--- config.mk ---
export PLATFORM = sky130hd
export DESIGN_NAME = cw_executor_flat
export DESIGN_NICKNAME = d
export VERILOG_FILES = /design/src/rtl/cw_if.sv /design/src/rtl/cw_executor.sv /design/src/flat_wrapper.sv
export SDC_FILE = /design/constraint.sdc
export NUM_CORES = 1
export LEC_CHECK = 0
export ABC_CLOCK_PERIOD_IN_PS = 3400
export CELL_PAD_IN_SITES_DETAIL_PLACEMENT = 1
export CELL_PAD_IN_SITES_GLOBAL_PLACEMENT = 1
export CORE_UTILIZATION = 37
export CTS_CLUSTER_SIZE = 28
export DETAILED_ROUTE_END_ITERATION = 16
export PLACE_DENSITY = 0.89
export RECOVER_POWER = 25
export SLEW_MARGIN = 20
export SYNTH_ARGS = -nofsm -noshare
export SYNTH_HDL_FRONTEND = slang
export SYNTH_SLANG_ARGS = --single-unit
--- constraint.sdc ---
create_clock -name clk -period 3.4 [get_ports clk]
set_clock_uncertainty 0.2 [all_clocks]
set_input_delay 1.02 -clock clk [delete_from_list [all_inputs] [get_ports clk]]
set_output_delay 1.02 -clock clk [all_outputs]
set_load 0.005 [all_outputs]
--- src/rtl/cw_if.sv ---
// Control-word handshake plus decoded datapath fields and commit strobes.
// master drives the control word and memory ack; slave is the executor.
interface cw_if;
  logic [46:0] cw_in;
  logic        cw_valid;
  logic        cw_ready;
  logic        mem_ack;

  logic [2:0]  da;
  logic [2:0]  aa;
  logic [2:0]  ba;
  logic [4:0]  fs;
  logic [1:0]  ps;
  logic [15:0] k;
  logic        mb;
  logic        md;
  logic        cs;
  logic [3:0]  misc;

  logic        mem_rd;
  logic        mem_wr;
  logic        reg_we;
  logic        pc_en;
  logic        ir_load;
  logic        status_ld;
  logic [1:0]  ns;
  logic        ns_valid;
  logic        err;
  logic        err_sticky;

  modport master (
    output cw_in, cw_valid, mem_ack,
    input  cw_ready, da, aa, ba, fs, ps, k, mb, md, cs, misc,
    input  mem_rd, mem_wr, reg_we, pc_en, ir_load, status_ld,
    input  ns, ns_valid, err, err_sticky
  );

  modport slave (
    input  cw_in, cw_valid, mem_ack,
    output cw_ready, da, aa, ba, fs, ps, k, mb, md, cs, misc,
    output mem_rd, mem_wr, reg_we, pc_en, ir_load, status_ld,
    output ns, ns_valid, err, err_sticky
  );
endinterface

--- src/rtl/cw_executor.sv ---
// Registers an accepted control word, drives its fields, and commits side effects once:
// 1 cycle after accept for ALU words, on mem_ack (or abort after TIMEOUT WAIT cycles) for memory words.
module cw_executor #(
  parameter int unsigned TIMEOUT = 15
) (
  input  logic clk,
  input  logic rst,
  cw_if.slave  bus
);

  typedef enum logic [1:0] {
    S_IDLE = 2'd0,
    S_EXEC = 2'd1,
    S_WAIT = 2'd2
  } state_t;

  typedef struct packed {
    logic [1:0]  ns;
    logic [2:0]  da;
    logic [2:0]  aa;
    logic [2:0]  ba;
    logic [4:0]  fs;
    logic        mb;
    logic        md;
    logic        pce;
    logic        sl;
    logic        mw;
    logic [1:0]  ps;
    logic        il;
    logic        rw;
    logic [3:0]  misc;
    logic        mr;
    logic [15:0] k;
    logic        cs;
  } cw_t;

  localparam logic [7:0] CNT_LAST = 8'(TIMEOUT - 1);

  state_t     state_q, state_d;
  cw_t        cw_q, cw_d;
  logic [7:0] cnt_q, cnt_d;
  logic       err_sticky_q, err_sticky_d;

  logic is_mem;
  logic is_illegal;
  logic ready_raw;
  logic cw_ready;
  logic handshake;
  logic commit;
  logic mem_rd;
  logic mem_wr;
  logic err;

  assign is_mem     = cw_q.mr ^ cw_q.mw;
  assign is_illegal = cw_q.mr & cw_q.mw;

  // Ready is masked by rst so no word is consumed on the reset edge.
  assign ready_raw  = (state_q == S_IDLE) ||
                      ((state_q == S_EXEC) && !is_mem && !is_illegal);
  assign cw_ready   = ready_raw & ~rst;
  assign handshake  = bus.cw_valid & cw_ready;

  always_comb begin
    state_d      = state_q;
    cw_d         = cw_q;
    cnt_d        = cnt_q;
    err_sticky_d = err_sticky_q;
    commit       = 1'b0;
    mem_rd       = 1'b0;
    mem_wr       = 1'b0;
    err          = 1'b0;

    if (handshake) begin
      cw_d = cw_t'(bus.cw_in);
    end

    case (state_q)
      S_IDLE: begin
        if (handshake) begin
          state_d = S_EXEC;
        end
      end

      S_EXEC: begin
        if (is_illegal) begin
          err     = 1'b1;
          state_d = S_IDLE;
        end else if (is_mem) begin
          mem_rd  = cw_q.mr;
          mem_wr  = cw_q.mw;
          cnt_d   = '0;
          state_d = S_WAIT;
        end else begin
          commit  = 1'b1;
          state_d = handshake ? S_EXEC : S_IDLE;
        end
      end

      S_WAIT: begin
        mem_rd = cw_q.mr;
        mem_wr = cw_q.mw;
        cnt_d  = cnt_q + 8'd1;
        // An ack landing on the timeout cycle still completes the transfer.
        if (bus.mem_ack) begin
          commit  = 1'b1;
          state_d = S_IDLE;
        end else if (cnt_q == CNT_LAST) begin
          err     = 1'b1;
          state_d = S_IDLE;
        end
      end

      default: begin
        state_d = S_IDLE;
      end
    endcase

    if (err) begin
      err_sticky_d = 1'b1;
    end
  end

  always_ff @(posedge clk) begin
    if (rst) begin
      state_q      <= S_IDLE;
      cw_q         <= '0;
      cnt_q        <= '0;
      err_sticky_q <= 1'b0;
    end else begin
      state_q      <= state_d;
      cw_q         <= cw_d;
      cnt_q        <= cnt_d;
      err_sticky_q <= err_sticky_d;
    end
  end

  assign bus.cw_ready   = cw_ready;

  assign bus.da         = cw_q.da;
  assign bus.aa         = cw_q.aa;
  assign bus.ba         = cw_q.ba;
  assign bus.fs         = cw_q.fs;
  assign bus.ps         = cw_q.ps;
  assign bus.k          = cw_q.k;
  assign bus.mb         = cw_q.mb;
  assign bus.md         = cw_q.md;
  assign bus.cs         = cw_q.cs;
  assign bus.misc       = cw_q.misc;
  assign bus.ns         = cw_q.ns;

  assign bus.mem_rd     = mem_rd;
  assign bus.mem_wr     = mem_wr;
  assign bus.reg_we     = commit & cw_q.rw;
  assign bus.pc_en      = commit & cw_q.pce;
  assign bus.ir_load    = commit & cw_q.il;
  assign bus.status_ld  = commit & cw_q.sl;
  assign bus.ns_valid   = commit;
  assign bus.err        = err;
  assign bus.err_sticky = err_sticky_q;

endmodule
--- src/flat_wrapper.sv ---
// flat-port wrapper written by rule: the top's interface ports become plain ports
module cw_executor_flat 
#(
  parameter int unsigned TIMEOUT = 15
)
  (clk, rst, bus_cw_in, bus_cw_valid, bus_mem_ack, bus_cw_ready, bus_da, bus_aa, bus_ba, bus_fs, bus_ps, bus_k, bus_mb, bus_md, bus_cs, bus_misc, bus_mem_rd, bus_mem_wr, bus_reg_we, bus_pc_en, bus_ir_load, bus_status_ld, bus_ns, bus_ns_valid, bus_err, bus_err_sticky);
  cw_if bus_i ();
  input  logic clk;
  input  logic rst;
  input wire logic [$bits(bus_i.cw_in)-1:0] bus_cw_in;
  input wire logic [$bits(bus_i.cw_valid)-1:0] bus_cw_valid;
  input wire logic [$bits(bus_i.mem_ack)-1:0] bus_mem_ack;
  output wire logic [$bits(bus_i.cw_ready)-1:0] bus_cw_ready;
  output wire logic [$bits(bus_i.da)-1:0] bus_da;
  output wire logic [$bits(bus_i.aa)-1:0] bus_aa;
  output wire logic [$bits(bus_i.ba)-1:0] bus_ba;
  output wire logic [$bits(bus_i.fs)-1:0] bus_fs;
  output wire logic [$bits(bus_i.ps)-1:0] bus_ps;
  output wire logic [$bits(bus_i.k)-1:0] bus_k;
  output wire logic [$bits(bus_i.mb)-1:0] bus_mb;
  output wire logic [$bits(bus_i.md)-1:0] bus_md;
  output wire logic [$bits(bus_i.cs)-1:0] bus_cs;
  output wire logic [$bits(bus_i.misc)-1:0] bus_misc;
  output wire logic [$bits(bus_i.mem_rd)-1:0] bus_mem_rd;
  output wire logic [$bits(bus_i.mem_wr)-1:0] bus_mem_wr;
  output wire logic [$bits(bus_i.reg_we)-1:0] bus_reg_we;
  output wire logic [$bits(bus_i.pc_en)-1:0] bus_pc_en;
  output wire logic [$bits(bus_i.ir_load)-1:0] bus_ir_load;
  output wire logic [$bits(bus_i.status_ld)-1:0] bus_status_ld;
  output wire logic [$bits(bus_i.ns)-1:0] bus_ns;
  output wire logic [$bits(bus_i.ns_valid)-1:0] bus_ns_valid;
  output wire logic [$bits(bus_i.err)-1:0] bus_err;
  output wire logic [$bits(bus_i.err_sticky)-1:0] bus_err_sticky;
  assign bus_i.cw_in = bus_cw_in;
  assign bus_i.cw_valid = bus_cw_valid;
  assign bus_i.mem_ack = bus_mem_ack;
  assign bus_cw_ready = bus_i.cw_ready;
  assign bus_da = bus_i.da;
  assign bus_aa = bus_i.aa;
  assign bus_ba = bus_i.ba;
  assign bus_fs = bus_i.fs;
  assign bus_ps = bus_i.ps;
  assign bus_k = bus_i.k;
  assign bus_mb = bus_i.mb;
  assign bus_md = bus_i.md;
  assign bus_cs = bus_i.cs;
  assign bus_misc = bus_i.misc;
  assign bus_mem_rd = bus_i.mem_rd;
  assign bus_mem_wr = bus_i.mem_wr;
  assign bus_reg_we = bus_i.reg_we;
  assign bus_pc_en = bus_i.pc_en;
  assign bus_ir_load = bus_i.ir_load;
  assign bus_status_ld = bus_i.status_ld;
  assign bus_ns = bus_i.ns;
  assign bus_ns_valid = bus_i.ns_valid;
  assign bus_err = bus_i.err;
  assign bus_err_sticky = bus_i.err_sticky;
  cw_executor #(.TIMEOUT(TIMEOUT)) u_core (.clk(clk), .rst(rst), .bus(bus_i));
endmodule
**Word-level counts from Yosys, hierarchy flattened**

Index checks and enable logic that the tools add are counted.

- Add/sub/neg operators: 1
- Equal/unequal tests: 7
- Mux-type cells: 24
- Bitwise logic cells: 9
- Reductions and logical operators: 9

Operator list:

| kind | number |
|---|---|
| $mux 8 | 2 |
| $pmux 8 s2 | 1 |
| $mux 1 | 11 |
| $mux 2 | 5 |
| $add 8x1->8 const B | 1 |
| $eq 8x4->1 const B | 1 |
| $pmux 1 s2 | 4 |
| $and 1x1->1 | 7 |
| $pmux 2 s3 | 1 |
| $ne 2x1->1 const B | 2 |
| $ne 3x2->1 const B | 1 |
| $reduce_and 3->1 | 1 |
| $eq 2x1->1 const B | 1 |
| $eq 2x2->1 const B | 1 |
| $logic_and 1x1->1 | 2 |
| $logic_not 1->1 | 2 |
| $logic_not 2->1 | 1 |
| $ne 2x2->1 const B | 1 |
| $reduce_and 2->1 | 1 |
| $reduce_bool 2->1 | 1 |
| $logic_or 1x1->1 | 1 |
| $not 1->1 | 1 |
| $xor 1x1->1 | 1 |

- Register bits: 58
- Bits of input ports: 51
- Output and inout port bits: 51
- Logic and storage cells: 70

**Depth between registers and ports, before layout**

Gate-level depths: netlist of the first run.

- Depth after elaboration: 11
- Mapped depth: 8
- Mapped depth without buffers: 6

**Worst setup path after synthesis of the first run**

Ideal clock, no wire load.

- Path type: in2out
- Start: input port bus_mem_ack
- End: output port bus_ir_load
- Data arrival time: 1,449 ps
- Data required time: 2,180 ps
- Path slack: 731 ps
- Cell stages on the path: 3
- Buffers on the path: 0
- Cell sequence: a22oi_1 nor2b_1 and2_1

- Word-level cells in the longest chain between the ends: 3

RTL lines:

| what | line | source |
|---|---|---|
| from (decl) | flat_wrapper.sv:12 | `input wire logic [$bits(bus_i.mem_ack)-1:0] bus_mem_ack;` |
| $mux 1 | cw_executor.sv:104 | `if (bus.mem_ack) begin` |
| $pmux 1 s2 | cw_executor.sv:77 | `case (state_q)` |
| named net bus_ns_valid | flat_wrapper.sv:31 | `output wire logic [$bits(bus_i.ns_valid)-1:0] bus_ns_valid;` |
| $and 1x1->1 | cw_executor.sv:155 | `assign bus.ir_load = commit & cw_q.il;` |
| to (decl) | flat_wrapper.sv:28 | `output wire logic [$bits(bus_i.ir_load)-1:0] bus_ir_load;` |

The timed path passes the listed nets, and every way through them passes these cells.

**Worst setup path after layout of the first run**

- Start: input port bus_mem_ack
- End: output port bus_pc_en

- Word-level cells in the longest chain between the ends: 3

RTL lines:

| what | line | source |
|---|---|---|
| $mux 1 | cw_executor.sv:104 |  |
| $pmux 1 s2 | cw_executor.sv:77 |  |
| $and 1x1->1 | cw_executor.sv:154 | `assign bus.pc_en = commit & cw_q.pce;` |
| to (decl) | flat_wrapper.sv:27 | `output wire logic [$bits(bus_i.pc_en)-1:0] bus_pc_en;` |

No other way between the ends.

==> flow_summary.toml, run 1 <==
[sta]
grt_setup_unrepaired = "no"
max_freq_mhz = 297
max_slew_margin_pct = 62.2
worstMarginPinSlew_ps = 567
hold_viol_final = 0
tns_ps = 0
final_max_slew_viol_count = 0
min_period_ps = 3370
setup-violations-final = 0
fin_crit_sh_pct = 99.1

[finish]
nNetsFinal = 417
antenna_cells = 0
nFillCells = 834
final_layout_size_suffix_gt1_share_pct = 23.2
fin_area_mm2 = 0.00403
area_growth_pct = 37.9

[power_and_ir_drop]
power.switching_uw = 482
pwr-share-seq_pct = 41.6
total_power_uw = 1900
swShare_pct = 25.4
p_comb_share_pct = 24.3
vdd_drop_max_v = 0.000187
pwr_density_cell_mw_per_mm2 = 472
clkPwrFrac_pct = 34.1
p_int_uw = 1420
p_leak_uw = 0.00171

[worst_setup_path]
crit_family = "buffers and inverters"
slowest_stage = "dlygate4sd2_1"
worstSetupStartpointType = "primary input"
path_class = "primary input to output port"
required_ps = 2180
reg2reg_slack_ps = 250
crit_end = "bus_pc_en"
startpoint = "bus_mem_ack"
worst-r2r-cell-count = 15
timing.critical_path.cells = "dlygate4sd2_1, a22oi_1, nor2b_1, buf_4, buf_4, and2_1, dlygate4sd2_1"
path_depth = 7
slowest_delay_ps = 250
reg2reg_to = "u_core.bus.k[12]$_SDFFE_PP0P_"
critPathCaptureType = "output port"
reg2reg_from = "u_core.cw_q[17]$_SDFFE_PP0P_"
path_buf_inv = 4
path_max_fanout = 3
arrival_ps = 2150

[yosys]
synth_cell_types = 32
synth_area_leaders = "dfxtp_1 (40%), mux2_2 (11%), nor2b_1 (10%)"
synth_area_mm2 = 0.00292
synth_edf_count = 0
synth_fp_nets = 338
yosysWarnings = 0
avgSynthCellArea_um2 = 10.5
netlist_instances = 278
seq_area_frac_synth_pct = 39.7
yosysTopAreaCellShare_pct = 39.7
synth-seq-cells = 58
yosys_most_used_dff = "dfxtp_1"
postSynth.asyncResetShare_pct = 0
synth.largest_area_cell = "dfxtp_1"

[clock_tree]
postCtsHoldBufs = 0
cts-root-buf = "clkbuf_8"
cts_tree = "yes"
cts_inserted_buffers = 9
insertion_delay_ps = 330
path_clk_slew_ps = 60
h-tree-depth = 3
cts.sink_count = 58
cts_buffer_depth = 2

[drt]
vias = 2169
ant_nets = 0
drt-pass1-iter-count = 4
wl_per_cell_um = 15.3
drtIter0Drc = 37
vias_per_cell = 4.67
routed_wl_mm = 7.08
route.detailed.drc = 0

[grt]
grt_pass1_wl_mm = 11.7
grtUsageTotal_pct = 18.0
grt_pass1_vias = 2438
antenna_found_initial = 0
grt_start_max_net_pins = 52
overflow = 0

[floorplanning]
core_area_mm2 = 0.00769
dieArea_mm2 = 0.00826
dieWidth_um = 90.9
row_count = 32
start_util_pct = 38.0
die_h_um = 90.9
ios = 102

[placement]
dp_hpwl_mm = 4.68
io_buffers = 101
postPlaceCellArea_mm2 = 0.00375
place_congestion = 0.751

[run_status]
outcome = "completed"

[min_path]
hp-class = "flip-flop to flip-flop"

[job]
max_cap_viol_count = 0
[power by group through the flow]
stage / clock (uW) / sequential (uW) / combinational, uW
floorplan: 0 / 794 / 293
finish: 649 / 791 / 462
global placement: 0 / 800 / 430
global route: 710 / 800 / 498
CTS: 670 / 792 / 472
detailed placement: 0 / 805 / 444
[Yosys cell counts, types with 4 or more instances]
master / n
dfxtp_1: 58
inv_1: 8
nor2_1: 12
xnor2_1: 7
mux2_2: 28
mux2_4: 19
a21oi_1: 4
a211oi_1: 6
ha_1: 9
nor2b_1: 48
and2_1: 4
clkbuf_1: 7
buf_4: 38
[placed cells by master, fill, tap and decap left out, drive strengths merged, types with 8 or more instances in the layout]
cell	netlist	layout
inv	8	8
mux2	47	47
dlygate4sd3	0	17
clkbuf	7	11
buf	43	18
ha	9	9
dfxtp	58	58
nor2	12	12
clkdlybuf4s50	0	75
nor2b	48	48
[timing repair]
item,CTS,global route
setup endpoints to repair,7,2
resized for setup,12,2
pin swaps,1,0
setup buffers,11,0
[per-stage QoR]
step / hold WS (ps) / setup WS, ps / utilization [%] / std cells
after floorplan: 286 / 731 / - / 278
after global placement: 305 / -327 / 48.8 / 437
after detailed placement: 315 / -326 / 48.8 / 437
after CTS: 342 / 1.20 / 52.4 / 464
after global routing: 358 / 7.40 / 52.4 / 464
final: 334 / 30.9 / 52.4 / 464
[worst min path at each step]
stage,start,end,slack [ps],cells after the start
after floorplan,u_core.cnt_q[7]$_SDFFE_PP0P_,u_core.cnt_q[7]$_SDFFE_PP0P_,290,2
after global placement,u_core.bus.err_sticky$_SDFFE_PP0P_,u_core.bus.err_sticky$_SDFFE_PP0P_,300,2
after detailed placement,u_core.cnt_q[7]$_SDFFE_PP0P_,u_core.cnt_q[7]$_SDFFE_PP0P_,310,2
after CTS,u_core.cnt_q[7]$_SDFFE_PP0P_,u_core.cnt_q[7]$_SDFFE_PP0P_,340,2
after global routing,u_core.cnt_q[7]$_SDFFE_PP0P_,u_core.cnt_q[7]$_SDFFE_PP0P_,360,2
final,u_core.cnt_q[7]$_SDFFE_PP0P_,u_core.cnt_q[7]$_SDFFE_PP0P_,330,2
[flip-flops by register name, indices dropped and copies added, names as in the netlist]
register and cells:
u_core.bus.k 16, u_core.cnt_q 8, u_core.cw_q 6, u_core.bus.fs 5
u_core.bus.misc 4, u_core.bus.aa 3, u_core.bus.ba 3, u_core.bus.da 3
u_core.bus.ns 2, u_core.bus.ps 2, u_core.state_q 2, u_core.bus.cs 1
u_core.bus.err_sticky 1, u_core.bus.mb 1, u_core.bus.md 1
[cell type report]
class                      count  area (um2)  area share [%]
clock buffer                  11         151            3.76
clock inverter                 5        52.6            1.30
inverter                       8        30.0           0.745
multi-input combinational    162        1380            34.2
sequential                    58        1160            28.8
tap                          102         128            3.17
timing repair buffer         118        1130            28.0
[worst register-to-register path: stages (launching register included)]
cell and delay [ps]:
dfxtp_1 390, inv_1 100, ha_1 330, or3b_1 400, a21oi_2 180, buf_4 130
buf_4 90, buf_4 90, buf_4 90, buf_4 90, buf_4 90, buf_4 100
buf_4 100, nand2_2 60, buf_4 260, mux2_4 360
[cell families (layout without fill, tap and decap cells)]
| group | Yosys count | after routing | synth area share [%] |
|---|---|---|---|
| fa+ha+maj | 9 | 9 | 3.85 |
| flops | 58 | 58 | 39.7 |
| simple gates | 79 | 79 | 15.7 |
| mux | 47 | 47 | 20.5 |
| buf+inv | 58 | 142 | 13.2 |
| compound gates | 20 | 20 | 4.92 |
| xor+xnor | 7 | 7 | 2.10 |
[layer usage]
layer / share of wire [%] / global-route usage [%] / wire length, um
met3: 4.5 / 4.21 / 322
met2: 52 / 33.6 / 3680
met1: 41 / 18.8 / 2910
met5: 0 / 0 / 0
met4: 2.3 / 8.60 / 161
(Power assumes the default switching activity.)
==> inputs of run 2 (changes only) <==
Settings changed: MAX_ROUTING_LAYER set to met4, RECOVER_POWER 25 to 50.
==> run 2 against run 1 <==
Effect of this change:
- core utilization about the same
- flip-flop and latch count unchanged
- combinational power decreased by 3%
- first-iteration DRC count increased by 5.4%
- setup slack improved by 1.5 ps
- non-clock buffer count unchanged
- sequential share of layout area about the same
- maximum frequency about the same
- largest cell class unchanged
- largest power group unchanged
- highest routed layer unchanged
==> flow_summary.toml, run 2 (synthesis gave the netlist of run 1 again) <==
[drt]
routed_wl_mm = 7.08
wl_per_cell_um = 15.3
vias = 2163
vias_per_cell = 4.66
drtIter0Drc = 39
route.detailed.drc = 0
ant_nets = 0
drt-pass1-iter-count = 4

[power_and_ir_drop]
swShare_pct = 25.4
power.switching_uw = 479
clkPwrFrac_pct = 34.3
vdd_drop_max_v = 0.000185
p_int_uw = 1410
p_comb_share_pct = 23.8
pwr-share-seq_pct = 41.9
pwr_density_cell_mw_per_mm2 = 468
p_leak_uw = 0.00177

[placement]
io_buffers = 101
dp_cells = 437
postPlaceCellArea_mm2 = 0.00375
dp_worst_setup_slack_ps = -326
dp_hpwl_mm = 4.68
place_congestion = 0.760

[floorplanning]
ios = 102
core_area_mm2 = 0.00769
start_util_pct = 38.0
die_h_um = 90.9
row_count = 32
dieWidth_um = 90.9
dieArea_mm2 = 0.00826

[clock_tree]
cts_buffer_depth = 2
h-tree-depth = 3
cts.sink_count = 58
path_clk_slew_ps = 60
insertion_delay_ps = 330
cts_inserted_buffers = 9
postCtsHoldBufs = 0
cts-root-buf = "clkbuf_8"
cts_tree = "yes"

[min_path]
hp-class = "flip-flop to flip-flop"

[finish]
final_cell_mix = "dfxtp_1 (57), clkdlybuf4s50_1 (50), nor2b_1 (48)"
antenna_cells = 0
layout_commonest_cell = "dfxtp_1"
final_core_util_pct = 52.4
area_growth_pct = 37.7
nNetsFinal = 417
fin_area_mm2 = 0.00403
final_layout_size_suffix_gt1_share_pct = 22.9
largest_reg_flops = 16
final_cell_count_no_fill = 464

[worst_setup_path]
slowest_stage = "dlygate4sd2_1"
slowest_delay_ps = 250
path_max_fanout = 3
path_class = "primary input to output port"
required_ps = 2180
critPathCaptureType = "output port"
timing.critical_path.cells = "dlygate4sd2_1, a22oi_1, nor2b_1, buf_4, buf_4, and2_1, dlygate4sd2_1"
arrival_ps = 2150
worstSetupStartpointType = "primary input"

[sta]
max_freq_mhz = 297
worstMarginPinSlew_ps = 570
max_slew_margin_pct = 62.0
min_period_ps = 3370
fin_crit_sh_pct = 99.0
layout_setup_ws_ps = 32.4
grt_setup_unrepaired = "no"
setup-violations-final = 0
final_max_slew_viol_count = 0
hold_viol_final = 0
holdWs_ps = 334

[grt]
grt_start_max_net_pins = 52
grt_pass1_vias = 2438
grtUsageTotal_pct = 18.5
grt_pass1_wl_mm = 11.7
overflow = 0
antenna_found_initial = 0

[job]
max_cap_viol_count = 0

[run_status]
outcome = "completed"
run 2: per-layer routing:
metal,up-vias,wire length (um),track usage [%]
li1,1047,-,-
met1,1036,2910,18.9
met2,67,3690,33.6
met3,13,306,4.04
met4,0,165,8.60
met5,-,0,-
run 2: worst paths after layout:
kind / end / depth (start not counted) / slack, ps / start
min reg2reg: u_core.cnt_q[7]$_SDFFE_PP0P_ / 2 / 330 / u_core.cnt_q[7]$_SDFFE_PP0P_
min: u_core.cnt_q[7]$_SDFFE_PP0P_ / 2 / 330 / u_core.cnt_q[7]$_SDFFE_PP0P_
max reg2reg: u_core.bus.k[9]$_SDFFE_PP0P_ / 15 / 190 / u_core.cw_q[17]$_SDFFE_PP0P_
max: bus_pc_en / 7 / 30 / bus_mem_ack
run 2: through the flow:
stage | TNS, ps | power (uW)
after floorplan | 0 | 1090
after global placement | -1560 | 1230
after detailed placement | -1780 | 1250
after CTS | 0 | 1930
after global routing | 0 | 1990
final | 0 | 1890
run 2: area by class of cell:
type                    instances  area, um2
repair buffers                118       1130
inverters                       8       30.0
multi-input cells             162       1380
clock inverters                 5       52.6
well taps                     102        128
clock buffers                  11        151
fillers                       835       3660
flip-flops and latches         58       1160
run 2: repair_timing:
item,CTS,global route
endpoints found under the hold margin,0,0
pin swaps,1,0
setup buffers,11,0
resized for setup,12,2
setup endpoints to repair,7,2
run 2: critical path, delay by kind of cell:
family,cells,cell delay (ps)
AOI/OAI and AO/OA,1,140
buffers and inverters,4,770
and+or+nand+nor,2,210
run 2: power by group through the flow:
stage	sequential, uW	clock [uW]	combinational (uW)
finish	789	647	449
global route	799	709	485
CTS	792	670	472
detailed placement	805	0	444
global placement	800	0	430
floorplan	794	0	293
==> inputs of run 3 (changes only) <==
Settings changed: ABC_CLOCK_PERIOD_IN_PS 3400 to 3150, CORE_UTILIZATION 37 to 34, PLACE_DENSITY 0.89 to 0.83.
Clock period 3.4 ns to 3.15 ns, I/O delays scaled along.
==> run 3 against run 2 <==
Effect of this change:
- sequential power up 8.1%
- worst hold slack worse by 5.2 ps
- largest cell class unchanged
- wire length down 0.79%
- die area up 8.6%
- largest power group unchanged
- critical path depth unchanged
- flip-flop and latch count unchanged
- sequential share of layout area down 0.16 points
- clock-buffer cell count up 1
- highest routed layer unchanged
- register-to-register slack worse by 60 ps
- global-route usage down 1.7 points
- design area up 0.78%
==> flow_summary.toml, run 3 (synthesis gave the netlist of run 1 again) <==
[power_and_ir_drop]
p_leak_uw = 0.00177
p_comb_share_pct = 24.0
swShare_pct = 25.2
vdd_drop_max_v = 0.000214
pwr-share-seq_pct = 41.8
pwr_density_cell_mw_per_mm2 = 503
clkPwrFrac_pct = 34.2
p_int_uw = 1530
power.switching_uw = 515

[floorplanning]
dieWidth_um = 94.7
die_h_um = 94.7
ios = 102
row_count = 33
core_area_mm2 = 0.00826
start_util_pct = 35.4
dieArea_mm2 = 0.00897

[finish]
largest_reg_flops = 16
final_cell_count_no_fill = 467
nFillCells = 919
final_cell_mix = "dfxtp_1 (55), clkdlybuf4s50_1 (50), nor2b_1 (48)"
layout_commonest_cell = "dfxtp_1"
antenna_cells = 0
nNetsFinal = 417
final_layout_size_suffix_gt1_share_pct = 24.3
area_growth_pct = 38.8
fin_area_mm2 = 0.00406

[drt]
wl_per_cell_um = 15.0
drtIter0Drc = 40
drt-pass1-iter-count = 4
routed_wl_mm = 7.02
ant_nets = 0
vias_per_cell = 4.66
vias = 2177
route.detailed.drc = 0

[sta]
max_freq_mhz = 327
tns_ps = 0
layout_setup_ws_ps = 88.8
max_slew_margin_pct = 26.8
min_period_ps = 3060
fin_crit_sh_pct = 97.2
grt_setup_unrepaired = "no"
setup-violations-final = 0
final_max_slew_viol_count = 0
hold_viol_final = 0
worstMarginPinSlew_ps = 1100
holdWs_ps = 329

[grt]
grt_pass1_wl_mm = 11.1
top_usage_layer = "met2"
met3_usage_pct = 4.75
grtUsageMet1_pct = 17.8
grt_start_max_net_pins = 52
grtUsageTotal_pct = 16.8
grt_pass1_vias = 2358
overflow = 0
met2_usage_pct = 29.0
antenna_found_initial = 0

[placement]
dp_cells = 442
postPlaceCellArea_mm2 = 0.00377
place_congestion = 0.818
io_buffers = 101
dp_worst_setup_slack_ps = -475
dp_hpwl_mm = 4.89

[run_status]
outcome = "completed"

[clock_tree]
cts_tree = "yes"
postCtsHoldBufs = 0
cts.sink_count = 58
h-tree-depth = 3
cts_buffer_depth = 2
cts-root-buf = "clkbuf_8"
path_clk_slew_ps = 70
cts_inserted_buffers = 9
insertion_delay_ps = 330

[min_path]
hp-class = "flip-flop to flip-flop"
worstHoldStart = "u_core.bus.err_sticky$_SDFFE_PP0P_"
worstHoldEndpoint = "u_core.bus.err_sticky$_SDFFE_PP0P_"
whs_path_depth = 2

[worst_setup_path]
reg2reg_to = "u_core.bus.k[6]$_SDFFE_PP0P_"
path_class = "primary input to output port"
critPathCaptureType = "output port"
worstSetupStartpointType = "primary input"
required_ps = 2000
worst-r2r-cell-count = 15
arrival_ps = 1920
startpoint = "bus_mem_ack"
reg2reg_slack_ps = 130
reg2reg_from = "u_core.cw_q[17]$_SDFFE_PP0P_"
path_max_fanout = 2

[job]
max_cap_viol_count = 0
-- run 3: changes by cell type in the layout (fill, tap and decap cells not counted), sizes merged --
cell / change
clkbuf: +4
clkinv: -2
buf: -1
clkdlybuf4s15: -1
clkinvlp: +1
dlygate4sd2: -1
-- run 3: worst max path at each step --
stage / end / slack [ps] / cells past startpoint
floorplan: bus_ir_load / 630 / 3
global placement: bus_pc_en / -410 / 6
detailed placement: bus_status_ld / -470 / 6
CTS: bus_status_ld / -80 / 7
global route: bus_mem_rd / 1 / 5
finish: bus_pc_en / 90 / 7
-- run 3: timing repair --
action | 4_1_cts | 5_1_grt
pin swaps | 3 | 2
setup endpoints to repair | 7 | 53
setup buffers | 9 | 0
resized for setup | 16 | 8
-- run 3: final cells by class --
cell class,count,area (um2),area share [%]
clock inverter,4,50.0,1.23
tap,105,131,3.24
timing repair buffer,118,1120,27.7
multi-input combinational,162,1410,34.6
inverter,8,30.0,0.740
sequential,58,1160,28.7
clock buffer,12,155,3.82
-- run 3: per-layer routing --
metal  part of all wire, %  vias up
li1                      -     1046
met1                    41     1050
met2                    52       70
met3                   5.2       11
met4                   1.9        0
met5                     0        -
-- run 3: critical path: stages --
cell and delay (ps):
clkdlybuf4s15_1 200, a22oi_1 160, nor2b_1 80, buf_4 150, buf_4 130, and2_1 140
buf_2 120
-- run 3: per-stage QoR --
| stage | power [uW] | utilization (%) |
|---|---|---|
| finish | 2040 | 49.2 |
| detailed placement | 1350 | 45.6 |
| global route | 2160 | 49.2 |
| floorplan | 1170 | - |
| CTS | 2100 | 48.8 |
| global placement | 1330 | 45.6 |
-- run 3: power groups by stage --
stage / Clock [uW] / Sequential, uW / Combinational [uW]
floorplan: 0 / 857 / 316
global placement: 0 / 865 / 470
detailed placement: 0 / 870 / 483
CTS: 735 / 856 / 505
global route: 762 / 864 / 535
finish: 699 / 853 / 491
